## src/rtl/ahb_slave_pipe_if.sv

```systemverilog
// ahb_slave_pipe_if: AHB slave-side bus bundle for the address/data pipeline and burst tracker
interface ahb_slave_pipe_if #(
    parameter int ADDR_W = 32,
    parameter int DATA_W = 32
);
    logic              HSEL;
    logic [1:0]        HTRANS;
    logic [1:0]        HBURST;
    logic              HREADY;
    logic [ADDR_W-1:0] HADDR;
    logic [DATA_W-1:0] HWDATA;
    logic              HWRITE;
    logic              valid;
    logic [ADDR_W-1:0] haddr1;
    logic [ADDR_W-1:0] haddr2;
    logic [DATA_W-1:0] hwdata1;
    logic [DATA_W-1:0] hwdata2;
    logic              hwrite_reg;
    logic              hwrite_reg1;
    logic [2:0]        tempselx;
    logic              burst_last;
    logic              burst_err;

    modport slave (
        input  HSEL, HTRANS, HBURST, HREADY, HADDR, HWDATA, HWRITE,
        output valid, haddr1, haddr2, hwdata1, hwdata2, hwrite_reg, hwrite_reg1,
               tempselx, burst_last, burst_err
    );

    modport master (
        output HSEL, HTRANS, HBURST, HREADY, HADDR, HWDATA, HWRITE,
        input  valid, haddr1, haddr2, hwdata1, hwdata2, hwrite_reg, hwrite_reg1,
               tempselx, burst_last, burst_err
    );
endinterface

```

## src/rtl/ahb_slave_pipe.sv

```systemverilog
// ahb_slave_pipe: AHB slave address/data pipeline with peripheral decode; burst tracker enabled by AHB_SLAVE_PIPE_BURST_CHECK_EN
module ahb_slave_pipe #(
    parameter int ADDR_W = 32,
    parameter int DATA_W = 32
) (
    input logic             Hclk,
    input logic             Hresetn,
    ahb_slave_pipe_if.slave bus
);
    localparam logic [ADDR_W-1:0] BASE = ADDR_W'(32'h8000_0000);
    localparam logic [ADDR_W-1:0] SEL1 = ADDR_W'(32'h8400_0000);
    localparam logic [ADDR_W-1:0] SEL2 = ADDR_W'(32'h8800_0000);
    localparam logic [ADDR_W-1:0] TOP  = ADDR_W'(32'h8BFF_FFFF);

    logic in_range;

    assign in_range     = bus.HADDR >= BASE && bus.HADDR <= TOP;
    assign bus.valid    = bus.HSEL & bus.HREADY & bus.HTRANS[1] & in_range;
    assign bus.tempselx = !in_range ? 3'b000 : bus.HADDR < SEL1 ? 3'b001 : bus.HADDR < SEL2 ? 3'b010 : 3'b100;

    // two-stage address/data/direction pipeline, frozen while HREADY is low
    always_ff @(posedge Hclk or negedge Hresetn) begin
        if (!Hresetn) begin
            bus.haddr1      <= '0;
            bus.haddr2      <= '0;
            bus.hwdata1     <= '0;
            bus.hwdata2     <= '0;
            bus.hwrite_reg  <= 1'b0;
            bus.hwrite_reg1 <= 1'b0;
        end else if (bus.HREADY) begin
            bus.haddr1      <= bus.HADDR;
            bus.haddr2      <= bus.haddr1;
            bus.hwdata1     <= bus.HWDATA;
            bus.hwdata2     <= bus.hwdata1;
            bus.hwrite_reg  <= bus.HWRITE;
            bus.hwrite_reg1 <= bus.hwrite_reg;
        end
    end

`ifdef AHB_SLAVE_PIPE_BURST_CHECK_EN
    localparam logic [1:0] B_IDLE  = 2'd0;
    localparam logic [1:0] B_INCR  = 2'd1;
    localparam logic [1:0] B_FIXED = 2'd2;

    logic [1:0]        state;
    logic [1:0]        cnt;
    logic [ADDR_W-1:0] exp;
    logic [ADDR_W-1:0] nxt;

    // WRAP4 wraps inside the 16-byte block; every other burst steps linearly
    assign nxt = bus.HBURST == 2'b10 ? {bus.HADDR[ADDR_W-1:4], bus.HADDR[3:0] + 4'd4} : bus.HADDR + ADDR_W'(4);

    // burst tracker: NONSEQ opens a burst, SEQ beats are checked against the expected address
    always_ff @(posedge Hclk or negedge Hresetn) begin
        if (!Hresetn) begin
            state          <= B_IDLE;
            cnt            <= 2'd0;
            exp            <= '0;
            bus.burst_last <= 1'b0;
            bus.burst_err  <= 1'b0;
        end else begin
            bus.burst_last <= 1'b0;
            bus.burst_err  <= 1'b0;
            if (bus.valid && !bus.HTRANS[0]) begin
                bus.burst_err <= state == B_FIXED;
                if (bus.HBURST == 2'b00) begin
                    state <= B_IDLE;
                end else if (bus.HBURST == 2'b01) begin
                    state <= B_INCR;
                    exp   <= nxt;
                end else begin
                    state <= B_FIXED;
                    cnt   <= 2'd1;
                    exp   <= nxt;
                end
            end else if (bus.valid) begin
                if (state == B_IDLE) begin
                    bus.burst_err <= 1'b1;
                end else begin
                    bus.burst_err <= bus.HADDR != exp;
                    exp           <= nxt;
                    if (state == B_FIXED) begin
                        cnt <= cnt + 2'd1;
                        if (cnt == 2'd3) begin
                            bus.burst_last <= 1'b1;
                            state          <= B_IDLE;
                        end
                    end
                end
            end else if (bus.HREADY && bus.HTRANS == 2'b00 && state == B_FIXED && cnt < 2'd3) begin
                bus.burst_err <= 1'b1;
                state         <= B_IDLE;
            end
        end
    end
`else
    logic unused_burst;

    assign unused_burst   = ^bus.HBURST;
    assign bus.burst_last = 1'b0;
    assign bus.burst_err  = 1'b0;
`endif
endmodule

```

## src/flat_wrapper.sv

```systemverilog
// flat-port wrapper written by rule: the top's interface ports become plain ports
module ahb_slave_pipe_flat 
#(
    parameter int ADDR_W = 32,
    parameter int DATA_W = 32
)
  (Hclk, Hresetn, bus_HSEL, bus_HTRANS, bus_HBURST, bus_HREADY, bus_HADDR, bus_HWDATA, bus_HWRITE, bus_valid, bus_haddr1, bus_haddr2, bus_hwdata1, bus_hwdata2, bus_hwrite_reg, bus_hwrite_reg1, bus_tempselx, bus_burst_last, bus_burst_err);
  ahb_slave_pipe_if #(.ADDR_W(ADDR_W), .DATA_W(DATA_W)) bus_i ();
  input logic Hclk;
  input logic Hresetn;
  input wire logic [$bits(bus_i.HSEL)-1:0] bus_HSEL;
  input wire logic [$bits(bus_i.HTRANS)-1:0] bus_HTRANS;
  input wire logic [$bits(bus_i.HBURST)-1:0] bus_HBURST;
  input wire logic [$bits(bus_i.HREADY)-1:0] bus_HREADY;
  input wire logic [$bits(bus_i.HADDR)-1:0] bus_HADDR;
  input wire logic [$bits(bus_i.HWDATA)-1:0] bus_HWDATA;
  input wire logic [$bits(bus_i.HWRITE)-1:0] bus_HWRITE;
  output wire logic [$bits(bus_i.valid)-1:0] bus_valid;
  output wire logic [$bits(bus_i.haddr1)-1:0] bus_haddr1;
  output wire logic [$bits(bus_i.haddr2)-1:0] bus_haddr2;
  output wire logic [$bits(bus_i.hwdata1)-1:0] bus_hwdata1;
  output wire logic [$bits(bus_i.hwdata2)-1:0] bus_hwdata2;
  output wire logic [$bits(bus_i.hwrite_reg)-1:0] bus_hwrite_reg;
  output wire logic [$bits(bus_i.hwrite_reg1)-1:0] bus_hwrite_reg1;
  output wire logic [$bits(bus_i.tempselx)-1:0] bus_tempselx;
  output wire logic [$bits(bus_i.burst_last)-1:0] bus_burst_last;
  output wire logic [$bits(bus_i.burst_err)-1:0] bus_burst_err;
  assign bus_i.HSEL = bus_HSEL;
  assign bus_i.HTRANS = bus_HTRANS;
  assign bus_i.HBURST = bus_HBURST;
  assign bus_i.HREADY = bus_HREADY;
  assign bus_i.HADDR = bus_HADDR;
  assign bus_i.HWDATA = bus_HWDATA;
  assign bus_i.HWRITE = bus_HWRITE;
  assign bus_valid = bus_i.valid;
  assign bus_haddr1 = bus_i.haddr1;
  assign bus_haddr2 = bus_i.haddr2;
  assign bus_hwdata1 = bus_i.hwdata1;
  assign bus_hwdata2 = bus_i.hwdata2;
  assign bus_hwrite_reg = bus_i.hwrite_reg;
  assign bus_hwrite_reg1 = bus_i.hwrite_reg1;
  assign bus_tempselx = bus_i.tempselx;
  assign bus_burst_last = bus_i.burst_last;
  assign bus_burst_err = bus_i.burst_err;
  ahb_slave_pipe #(.ADDR_W(ADDR_W), .DATA_W(DATA_W)) u_core (.Hclk(Hclk), .Hresetn(Hresetn), .bus(bus_i));
endmodule
```

## config.mk

```make
export PLATFORM = sky130hd
export DESIGN_NAME = ahb_slave_pipe_flat
export DESIGN_NICKNAME = d
export VERILOG_FILES = /design/src/rtl/ahb_slave_pipe_if.sv /design/src/rtl/ahb_slave_pipe.sv /design/src/flat_wrapper.sv
export SDC_FILE = /design/constraint.sdc
export NUM_CORES = 1
export LEC_CHECK = 0
export CAP_MARGIN = 0
export CORE_ASPECT_RATIO = 0.8
export CORE_MARGIN = 1.5
export CORE_UTILIZATION = 46
export CTS_CLUSTER_DIAMETER = 40
export DETAILED_ROUTE_END_ITERATION = 7
export GPL_ROUTABILITY_DRIVEN = 0
export PLACE_DENSITY = 0.86
export SETUP_SLACK_MARGIN = 0.1
export SYNTH_ARGS = -nofsm -noshare
export SYNTH_HDL_FRONTEND = slang
export SYNTH_SLANG_ARGS = --single-unit
```

## constraint.sdc

```tcl
create_clock -name Hclk -period 1.96 [get_ports Hclk]
set_input_delay 0.196 -clock Hclk [delete_from_list [all_inputs] [get_ports Hclk]]
set_output_delay 0.196 -clock Hclk [all_outputs]
set_load 0.03 [all_outputs]
```

# Word level (Yosys, flattened, before mapping)
# Index checks and enable logic that the tools add are counted.
[totals] output_inout_bits=136 register_bits=130 in_bits=73 latchBits=0 mem_bits_ro=0 mem_bits_rw=0 word_cells=17 mem_count=0
[classes] add_sub_neg=0 n_lt_le_gt_ge=4 reduce_logical=1 mux=3 n_bitwise=3 n_mul=0 div=0 n_eq_ne=0 shifts=0
[ops] cell="less-than comparator 32 bit, second input constant" count=2
[ops] cell="greater-or-equal comparator 32 bit, second input constant" count=1
[ops] cell="less-or-equal comparator 32 bit, second input constant" count=1
[ops] cell="two-way mux 3 bit" count=3
[ops] cell="bitwise AND 1 bit" count=3
[ops] cell="logical AND 1 bit" count=1

# Depth between registers and ports, before layout
[logic_depth] word_depth=4 mapped_depth=5 ltp_nobuf=2

# Worst setup path after synthesis
# No wires, ideal clock.
[synth_path] path_type="input to output" from="input port bus_HADDR[28]" to="output port bus_tempselx[0]" path_slack_ns=0.333 arrival_time_ns=1.431 cell_stages=2 t_required_ns=1.764 path_buffers=0 cell_sequence="or4b_4 -> nor3_1"
[synth_between] elab_chain_len=3 word_cells_on_any_way=6 cone_classes="order compare (3); mux (2); reduce/logical (1)"
[synth_lines] element="start, declared" line_no="flat_wrapper.sv:15" rtl="input wire logic [$bits(bus_i.HADDR)-1:0] bus_HADDR;"
[synth_lines] element="less-than comparator 32 bit, or another cell as far along" line_no="ahb_slave_pipe.sv:19" rtl="assign bus.tempselx = !in_range ? 3'b000 : bus.HADDR < SEL1 ? 3'b001 : bus.HADDR < SEL2 ? 3'b010 : 3'b100;"
[synth_lines] element="two-way mux 3 bit / logical AND 1 bit (equally long branches)" line_no="ahb_slave_pipe.sv:19, ahb_slave_pipe.sv:17"
[synth_lines] element="two-way mux 3 bit (*)" line_no="ahb_slave_pipe.sv:19"
[synth_lines] element="end, declared" line_no="flat_wrapper.sv:25" rtl="output wire logic [$bits(bus_i.tempselx)-1:0] bus_tempselx;"
# Every way passes the cells marked *; elsewhere a longest branch is shown, timed or not.

# Final worst setup path
[layout_path] from="input port bus_HADDR[29]" to="output port bus_tempselx[0]"
# Same word-level chain as after synthesis.

==> flow_summary_export.csv <==
group,metric,value,unit
synthesis,ys_seq_area_share,65.9,%
critical_path,cp.arrival,1630,ps
timing,tightestPinTransition,579,ps
synthesis,ys_ff_latch,130,
power_and_ir_drop,ir_worst_vdd,0.633,mV
route,drc,0,
power_and_ir_drop,p_leak,3.24,nW
critical_path,r2r-end,"u_core.bus.hwdata1[26]",
clock_tree,cts_buffer_depth,2,
worst_hold_path,min_to,"u_core.bus.hwdata2[27]",
critical_path,cpMaxStageDelayCell,"or4b_4",
synthesis,yosys-top-cells-area,"dfrtp_1 66%, mux2_2 30%, buf_6 2.3%, buf_2 0.51%, nor3b_2 0.51%",
placement,placed_cell_area,0.00708,mm2
cells_and_area,nets,573,
route,drtIter0Drc,73,
synthesis,syn_inst,284,
clock_tree,cts_buffers,17,
global_route,antenna_found_initial,0,
critical_path,r2r_start,"u_core.bus.hwdata1[26]",
clock_tree,cts_tree,"built",
placement,port_buffers,203,
critical_path,crit_fanout,4,
cells_and_area,synthToLayoutAreaGrowth,57.1,%
placement,dp_hpwl,8000,um
critical_path,crit_family,"simple AND/OR/NAND/NOR gates",
critical_path,cp_cell_sequence,"clkdlybuf4s50_1, or4b_4, nor3_1, buf_4",
cells_and_area,drive_above_1_share,34.7,%
critical_path,criticalPathCategory,"in -> out",
critical_path,ff2ff_path_depth,1,
clock_tree,htreeDepth,4,
timing,drv_slew,0,
cells_and_area,antenna_cells,0,
timing,period_needed,1820,ps
cells_and_area,multi_input_area,0.00154,mm2
route,vias,3163,
clock_tree,clock_sinks,130,
global_route,grt_max_degree,47,
floorplan,die_w,119,um
floorplan,io-pin-count,209,
timing,min_period_over_period,93.1,%
floorplan,rows,33,
timing,fin_setup_tns,0,ps
critical_path,start_kind,"input pin",
synthesis,synth_top_cells_by_count,"130 x dfrtp_1, 130 x mux2_2, 10 x buf_6",
route,via_per_inst,4.84,
synthesis,syn_avg_cell_area,17.4,um2
global_route,grt_pass1_vias,3442,
timing,clock.fmax,548,MHz
route,wl,11100,um
synthesis,synth_edf_count,0,
critical_path,required,1760,ps
synthesis,synth_ff_type,"dfrtp_1",
timing,hold_viol,0,
floorplan,die_y,95.6,um
clock_tree,clk_latency,400,ps
floorplan,start_util,47.6,%
timing,fin_worst_skew,6.56,ps
worst_hold_path,holdCritStartpoint,"bus_HREADY",
cells_and_area,post-route-util,74.8,%
synthesis,synth_top_area_cell,"dfrtp_1",
synthesis,yosysTopAreaCellShare,65.9,%
status,outcome,"complete, no violations",
clock_tree,cts_root_buf,"clkbuf_16",
cells_and_area,fill_cells,664,
synthesis,ys_warn_count,0,
run,cap_violations,0,
cells_and_area,seqCellArea,0.00325,mm2
critical_path,path_buf_inv,2,
floorplan,dieArea,0.0114,mm2
critical_path,slowest_delay,600,ps
synthesis,synth_cell_type_count,11,
timing,max_slew_margin,61.4,%
critical_path,r2r_setup_slack,1150,ps
worst_hold_path,hp-class,"in -> reg",
cells_and_area,final_area,0.00775,mm2
route,wl_per_cell,17.0,um
critical_path,end_kind,"primary output",
critical_path,cp-startpoint,"bus_HADDR[29]",
floorplan,core-area,0.0104,mm2
route,ant_nets,0,
clock_tree,clk_pin_slew_worst_paths,50,ps
synthesis,netlist_area,0.00493,mm2
worst_hold_path,whs_path_depth,2,
route,dr.pass1.iters,4,
global_route,grt_usage,20.3,%
synthesis,async_flop_share,100,%
timing,rsz0062_at_grt,"true",
timing,setup_violations,0,
global_route,grt_overflow,0,
power_and_ir_drop,powerDensity,1120,mW/mm2
global_route,grt_pass1_wl,17700,um
[cell usage in the layout, fill, tap and decap left out, drive strengths merged]
master	n
clkinv	3
dfrtp	130
clkdlybuf4s50	197
nor3b	2
a211oi	1
nand3	1
clkinvlp	1
bufinv	5
clkbuf	23
nor3	1
or4b	1
buf	15
conb	2
dlygate4sd3	1
mux2	130
[kinds of logic (layout without fill, tap and decap cells)]
family / Yosys count / count (layout) / synth area share, %
AO/OA/AOI/OAI: 1 / 1 / 0.254
multiplexers: 130 / 130 / 29.7
other: 1 / 2 / 0.0760
flip-flops: 130 / 130 / 65.9
AND/OR/NAND/NOR: 5 / 5 / 0.989
buffers and inverters: 17 / 245 / 3.09
[layout make-up]
cell class              count  area share [%]
flip-flops and latches    130            42.0
clock buffers              23            6.16
repair buffers            213            27.5
well taps                 140            2.26
clock inverters             9            2.28
multi-input cells         138            19.8
[through the flow]
step | power, mW | instances | worst slack, ps | hold slack, ps
finish | 8.70 | 653 | 135 | 254
global route | 9.05 | 653 | 96.3 | 257
CTS | 8.80 | 653 | 105 | 243
detailed placement | 5.34 | 620 | 111 | 228
global placement | 5.28 | 620 | 117 | 224
floorplan | 4.33 | 285 | 333 | -99.6
[report_power, final]
part	leakage, nW	total (mW)	internal (mW)	switching (mW)
sequential	1.52	3.23	3.02	0.209
combinational	1.40	2.05	0.977	1.07
clock	0.317	3.42	2.36	1.06
[how the worst max path moves through the flow]
stage / slack [ps] / cells after the start / endpoint
floorplan: 330 / 2 / bus_tempselx[0]
global placement: 120 / 4 / bus_tempselx[1]
detailed placement: 110 / 4 / bus_tempselx[1]
CTS: 100 / 4 / bus_tempselx[1]
global route: 100 / 4 / bus_tempselx[1]
finish: 140 / 4 / bus_tempselx[0]
[layer usage]
metal | track usage, % | vias up | wire [um]
met5 | 0 | - | 0
met4 | 6.33 | 0 | 152
met3 | 8.25 | 16 | 912
met2 | 36.4 | 128 | 5710
met1 | 22.4 | 1579 | 4290
li1 | - | 1440 | -
[timing repair]
action,in CTS,in global routing
buffers inserted,0,0
endpoints found under the setup margin,0,3
endpoints found under the hold margin,39,0
hold buffers,1,0
gates resized for setup,0,1
(Power assumes the default switching activity.)
